===== src/rtl/clk_rst_seq_if.sv =====
// Sequencer-facing signal bundle: lock input, software request, domain resets and status.
// Latency: none, wires only.
// Backpressure: none; level signals.
interface clk_rst_seq_if #(
   parameter int NUM_STAGES = 3
);
   logic                  pll_locked;
   logic                  sw_rst_req;
   logic [NUM_STAGES-1:0] rst_n_out;
   logic                  ready;
   logic [7:0]            lock_lost_cnt;
   logic [2:0]            seq_state;

   // Sequencer side: consumes lock/request, drives resets and status.
   modport master (
      input  pll_locked,
      input  sw_rst_req,
      output rst_n_out,
      output ready,
      output lock_lost_cnt,
      output seq_state
   );

   // Consumer side: PLL/software drive the inputs, reset domains observe the outputs.
   modport slave (
      output pll_locked,
      output sw_rst_req,
      input  rst_n_out,
      input  ready,
      input  lock_lost_cnt,
      input  seq_state
   );
endinterface


===== src/rtl/clk_rst_seq.sv =====
// Reset sequencer: waits for stable PLL lock, then releases reset domains in index order.
// Latency: lock edge -> decision 2 cycles; stage 0 released STABLE_CYCLES after STABLE entry.
// Backpressure: none; lock loss or software request drops every domain on the next edge.
module clk_rst_seq #(
   parameter int NUM_STAGES    = 3,
   parameter int STABLE_CYCLES = 1024,
   parameter int STAGE_GAP     = 16,
   parameter int HOLD_CYCLES   = 8,
   parameter int CNT_W         = 16
) (
   input  logic          clk,
   input  logic          reset_n,
   clk_rst_seq_if.master bus
);

   typedef enum logic [2:0] {
      HOLD      = 3'd0,
      WAIT_LOCK = 3'd1,
      STABLE    = 3'd2,
      RELEASE   = 3'd3,
      RUN       = 3'd4
   } state_t;

   localparam logic [CNT_W-1:0] HOLD_LAST   = CNT_W'(HOLD_CYCLES - 1);
   localparam logic [CNT_W-1:0] STABLE_LAST = CNT_W'(STABLE_CYCLES - 1);
   localparam logic [CNT_W-1:0] GAP_LAST    = CNT_W'(STAGE_GAP - 1);
   // Index of the stage whose gap expiry releases the final stage.
   localparam logic [2:0]       PEN_STAGE   = 3'(NUM_STAGES - 2);

   state_t                state_q, state_d;
   logic                  sync1_q, lock_s;
   logic [CNT_W-1:0]      cnt_q, cnt_d;
   logic [2:0]            stage_q, stage_d;
   logic [NUM_STAGES-1:0] rst_q, rst_d;
   logic                  ready_q, ready_d;
   logic [7:0]            lost_q, lost_d;
   logic                  loss, abort;

   // Lock loss only matters once a domain may have been released; STABLE just restarts.
   assign loss  = !lock_s && ((state_q == RELEASE) || (state_q == RUN));
   // Software request is ignored in HOLD so the hold period is never stretched.
   assign abort = (state_q != HOLD) && (bus.sw_rst_req || loss);

   // Two-flop synchronizer for the asynchronous PLL lock.
   always_ff @(posedge clk or negedge reset_n) begin
      if (!reset_n) begin
         sync1_q <= 1'b0;
         lock_s  <= 1'b0;
      end else begin
         sync1_q <= bus.pll_locked;
         lock_s  <= sync1_q;
      end
   end

   // State and registered outputs, so no output can glitch.
   always_ff @(posedge clk or negedge reset_n) begin
      if (!reset_n) begin
         state_q <= HOLD;
         cnt_q   <= '0;
         stage_q <= '0;
         rst_q   <= '0;
         ready_q <= 1'b0;
         lost_q  <= '0;
      end else begin
         state_q <= state_d;
         cnt_q   <= cnt_d;
         stage_q <= stage_d;
         rst_q   <= rst_d;
         ready_q <= ready_d;
         lost_q  <= lost_d;
      end
   end

   // Next-state decision; abort (lock loss or software request) overrides everything.
   always_comb begin
      state_d = state_q;
      if (abort) begin
         state_d = HOLD;
      end else begin
         case (state_q)
            HOLD:      if (cnt_q == HOLD_LAST) state_d = WAIT_LOCK;
            WAIT_LOCK: if (lock_s) state_d = STABLE;
            STABLE: begin
               if (!lock_s)
                  state_d = WAIT_LOCK;
               else if (cnt_q == STABLE_LAST)
                  state_d = (NUM_STAGES == 1) ? RUN : RELEASE;
            end
            RELEASE:   if ((cnt_q == GAP_LAST) && (stage_q == PEN_STAGE)) state_d = RUN;
            RUN:       state_d = RUN;
            default:   state_d = HOLD;
         endcase
      end
   end

   // Next values of counter, stage index and outputs; releases shift a 1 in by index.
   always_comb begin
      cnt_d   = cnt_q;
      stage_d = stage_q;
      rst_d   = rst_q;
      ready_d = ready_q;
      lost_d  = lost_q;
      if (abort) begin
         cnt_d   = '0;
         stage_d = '0;
         rst_d   = '0;
         ready_d = 1'b0;
         if (loss && (lost_q != 8'hFF)) lost_d = lost_q + 8'd1;
      end else begin
         case (state_q)
            HOLD:      cnt_d = (cnt_q == HOLD_LAST) ? '0 : cnt_q + CNT_W'(1);
            WAIT_LOCK: cnt_d = '0;
            STABLE: begin
               if (!lock_s) begin
                  cnt_d = '0;
               end else if (cnt_q == STABLE_LAST) begin
                  cnt_d   = '0;
                  stage_d = '0;
                  rst_d   = NUM_STAGES'(1);
                  ready_d = (NUM_STAGES == 1);
               end else begin
                  cnt_d = cnt_q + CNT_W'(1);
               end
            end
            RELEASE: begin
               if (cnt_q == GAP_LAST) begin
                  cnt_d   = '0;
                  stage_d = stage_q + 3'd1;
                  rst_d   = rst_q | (NUM_STAGES'(1) << (stage_q + 3'd1));
                  ready_d = (stage_q == PEN_STAGE);
               end else begin
                  cnt_d = cnt_q + CNT_W'(1);
               end
            end
            RUN: begin
               rst_d   = '1;
               ready_d = 1'b1;
            end
            default: ;
         endcase
      end
   end

   assign bus.rst_n_out     = rst_q;
   assign bus.ready         = ready_q;
   assign bus.lock_lost_cnt = lost_q;
   assign bus.seq_state     = state_q;

endmodule


===== src/flat_wrapper.sv =====
// flat-port wrapper written by rule: the top's interface ports become plain ports
module clk_rst_seq_flat 
#(
   parameter int NUM_STAGES    = 3,
   parameter int STABLE_CYCLES = 1024,
   parameter int STAGE_GAP     = 16,
   parameter int HOLD_CYCLES   = 8,
   parameter int CNT_W         = 16
)
  (clk, reset_n, bus_pll_locked, bus_sw_rst_req, bus_rst_n_out, bus_ready, bus_lock_lost_cnt, bus_seq_state);
  clk_rst_seq_if #(.NUM_STAGES(NUM_STAGES)) bus_i ();
  input  logic clk;
  input  logic reset_n;
  input wire logic [$bits(bus_i.pll_locked)-1:0] bus_pll_locked;
  input wire logic [$bits(bus_i.sw_rst_req)-1:0] bus_sw_rst_req;
  output wire logic [$bits(bus_i.rst_n_out)-1:0] bus_rst_n_out;
  output wire logic [$bits(bus_i.ready)-1:0] bus_ready;
  output wire logic [$bits(bus_i.lock_lost_cnt)-1:0] bus_lock_lost_cnt;
  output wire logic [$bits(bus_i.seq_state)-1:0] bus_seq_state;
  assign bus_i.pll_locked = bus_pll_locked;
  assign bus_i.sw_rst_req = bus_sw_rst_req;
  assign bus_rst_n_out = bus_i.rst_n_out;
  assign bus_ready = bus_i.ready;
  assign bus_lock_lost_cnt = bus_i.lock_lost_cnt;
  assign bus_seq_state = bus_i.seq_state;
  clk_rst_seq #(.NUM_STAGES(NUM_STAGES), .STABLE_CYCLES(STABLE_CYCLES), .STAGE_GAP(STAGE_GAP), .HOLD_CYCLES(HOLD_CYCLES), .CNT_W(CNT_W)) u_core (.clk(clk), .reset_n(reset_n), .bus(bus_i));
endmodule

===== config.mk =====
export PLATFORM = sky130hd
export DESIGN_NAME = clk_rst_seq_flat
export DESIGN_NICKNAME = d
export VERILOG_FILES = /design/src/rtl/clk_rst_seq_if.sv /design/src/rtl/clk_rst_seq.sv /design/src/flat_wrapper.sv
export SDC_FILE = /design/constraint.sdc
export NUM_CORES = 1
export LEC_CHECK = 0
export CAP_MARGIN = 20
export CORE_AREA = 4 4 71 86
export CTS_CLUSTER_SIZE = 16
export DETAILED_ROUTE_END_ITERATION = 7
export DIE_AREA = 0 0 75 90
export PLACE_DENSITY_LB_ADDON = 0.15
export SYNTH_ARGS = -nofsm -noshare
export SYNTH_HDL_FRONTEND = slang
export SYNTH_SLANG_ARGS = --single-unit

===== constraint.sdc =====
create_clock -name clk -period 2.5 [get_ports clk]
set_input_delay 0.5 -clock clk [delete_from_list [all_inputs] [get_ports clk]]
set_output_delay 0.5 -clock clk [all_outputs]
set_load 0.02 [all_outputs]

==> impl_metrics.ini <==
[floorplanning]
start_util_pct = 38.8
die_h_um = 90
pin_count = 19
coreArea_um2 = 5260
fp.dieW_um = 75
rows = 29
dieArea_um2 = 6750

[route]
wl_per_cell_um = 14.2
ant_nets = 0
drc = 0
viasPerCell = 5.41
routed_wl_um = 4150
vias = 1584
first_pass_iters = 6
drt_iter0_drc = 104

[cts]
cts_htree_levels = 2
clk_pin_slew_ns = 0.07
cts_setup_buffers = 0
cts_buffers = 5
insertion_delay_ns = 0.29
holdBufCountCts = 0
clkSinkCount = 36
cts_root_buf = clkbuf_8
cts_resized = 0
cts_buffer_depth = 2
cts_tree = done

[place]
port_buffers = 18
placed_area_um2 = 2300
gp_congestion = 0.783
dp_hpwl_um = 3010

[pwr]
peakVddDrop_uv = 380
p_leak_uw = 0.00105
power_density_nw_per_um2 = 741
power.total_uw = 1770

[synthesis]
ys_warn_count = 0
yosysSeqAreaShare_pct = 44.1
synthArstFlopShare_pct = 100
ys_ff_latch = 36
synth_edf_count = 0
netlist_instances = 207
synth_top_area_share_pct = 44.1
synth_cell_types = 49
ys.flop_type = dfrtp_1
synth_commonest_cells = 36 x dfrtp_1, 18 x nand2_1, 13 x nor2_1, 12 x a21oi_1, 11 x nand4_1
synth.most_common_cell = dfrtp_1
yosysTopAreaCell = dfrtp_1
syn_area_um2 = 2040
synth.avg_cell_area_um2 = 9.86
synth.top_cells.by_area = dfrtp_1 44%, xnor2_1 4.3%, ha_1 3.7%
postSynthNetCount = 217

[timing]
setup_tns_ns = 0
slew_headroom_pct = 46.1
fin_crit_ns = 2.26
maxSlewViolCount = 0
fin_crit_sh_pct = 90.5
worst_pin_slew_ns = 0.809
hold_viol = 0
clock-skew-final_ns = 0.00535
clock.fmax_mhz = 442
rsz0062_at_grt = false
setup_viol = 0

[outcome]
status = complete, no violations

[global_route]
grt_max_degree = 37
grt_pass1_vias = 1581
grt_overflow = 0
grt_pass1_wl_um = 7590
grt_use_total_pct = 14.1
antenna_found_initial = 0

[final_layout]
design_area_um2 = 2390
area_growth_pct = 17.3
nNetsFinal = 240
drive_above_1_share_pct = 15.2
antenna_cells = 0
n_fill_cell = 493

[critical_path]
r2r-end = u_core.cnt_q[5]
path_cells = ha_1 -> and4bb_2 -> a32oi_1 -> or4_1 -> a31oi_4 -> buf_12 -> nor3_1
end_kind = flop
worstPathRequired_ns = 2.68
r2r_setup_slack_ns = 0.24
r2r-start = u_core.cnt_q[0]
path_delay_family = simple AND/OR/NAND/NOR gates
worstPathArrival_ns = 2.44
slowest_delay_ns = 0.66
crit_buf_inv = 1
worst_path_max_delay_cell = or4_1
cp_max_fo = 11
start_kind = flop
rr_worst_depth = 7
crit_type = reg2reg

[job]
maxCapViolCount = 0

[worst_hold_path]
hp-class = in2async
cell type report:
type                       instances  area (um^2)  area share [%]
clock buffer                       6         82.6            3.45
multi-input combinational        159         1080            44.9
inverter                           4         15.0           0.627
clock inverter                     2         10.0           0.418
tap                               62         77.6            3.24
timing repair buffer              24          233            9.72
sequential                        36          901            37.6
flip-flops by register name (all words and copies together) (netlist names):
name	flops
u_core.bus.seq_state	3
u_core.sync1_q	1
u_core.bus.ready	1
u_core.bus.lock_lost_cnt	8
u_core.cnt_q	16
u_core.bus.rst_n_out	3
u_core.lock_s	1
u_core.stage_q	3
through the flow:
stage	utilization (%)	worst slack, ns	hold WS, ns	cells
detailed placement	43.8	0.270	0.338	285
floorplan	-	0.478	0.204	207
global placement	43.8	0.291	0.334	285
finish	45.5	0.237	0.302	293
global route	45.5	0.0857	0.364	293
CTS	45.5	0.248	0.340	293
cells in the final DEF (no fill, tap or decap), drive strengths merged, types with 4 or more instances in the layout:
cell type | synthesis | routed
and4 | 4 | 4
nor3 | 6 | 6
clkdlybuf4s50 | 0 | 17
dfrtp | 36 | 36
nand3 | 10 | 10
clkbuf | 3 | 6
xor2 | 8 | 8
xnor2 | 10 | 10
ha | 6 | 6
inv | 4 | 4
nand2 | 18 | 18
and3 | 5 | 5
nand2b | 4 | 4
buf | 5 | 7
o21ai | 6 | 6
nor2 | 23 | 23
a21oi | 12 | 12
nand4 | 11 | 11
how the worst max path moves through the flow:
stage                    start         endpoint  cells after the start
6_report       u_core.cnt_q[0]  u_core.cnt_q[5]                      7
5_1_grt        u_core.cnt_q[0]  u_core.cnt_q[5]                      7
4_1_cts        u_core.cnt_q[0]  u_core.cnt_q[5]                      7
3_5_place_dp   u_core.cnt_q[0]  u_core.cnt_q[5]                      7
3_3_place_gp   u_core.cnt_q[0]  u_core.cnt_q[5]                      7
2_1_floorplan  u_core.cnt_q[0]  u_core.cnt_q[6]                      8
power by group:
part / internal (uW) / switching (uW) / total [uW]
registers: 655 / 106 / 761
logic: 267 / 319 / 586
clock network: 220 / 208 / 428
logic make-up after synthesis:
logic type / after synthesis / synth area share, %
multiplexers: 2 / 1.04
buffers and inverters: 12 / 3.19
AND/OR/NAND/NOR: 101 / 29.4
XOR/XNOR: 18 / 7.72
flip-flops: 36 / 44.1
adder cells (fa/ha/maj): 6 / 3.68
AO/OA/AOI/OAI: 32 / 10.9
metal layers:
metal | share of wire, % | track usage (%) | routed length [um]
met3 | 2.9 | 3.68 | 121
met2 | 48 | 20.9 | 2010
met1 | 48 | 19.9 | 1980
met4 | 1.1 | 4.45 | 44
met5 | 0 | 0 | 0
Note: power is estimated with default switching activity, not from simulation.
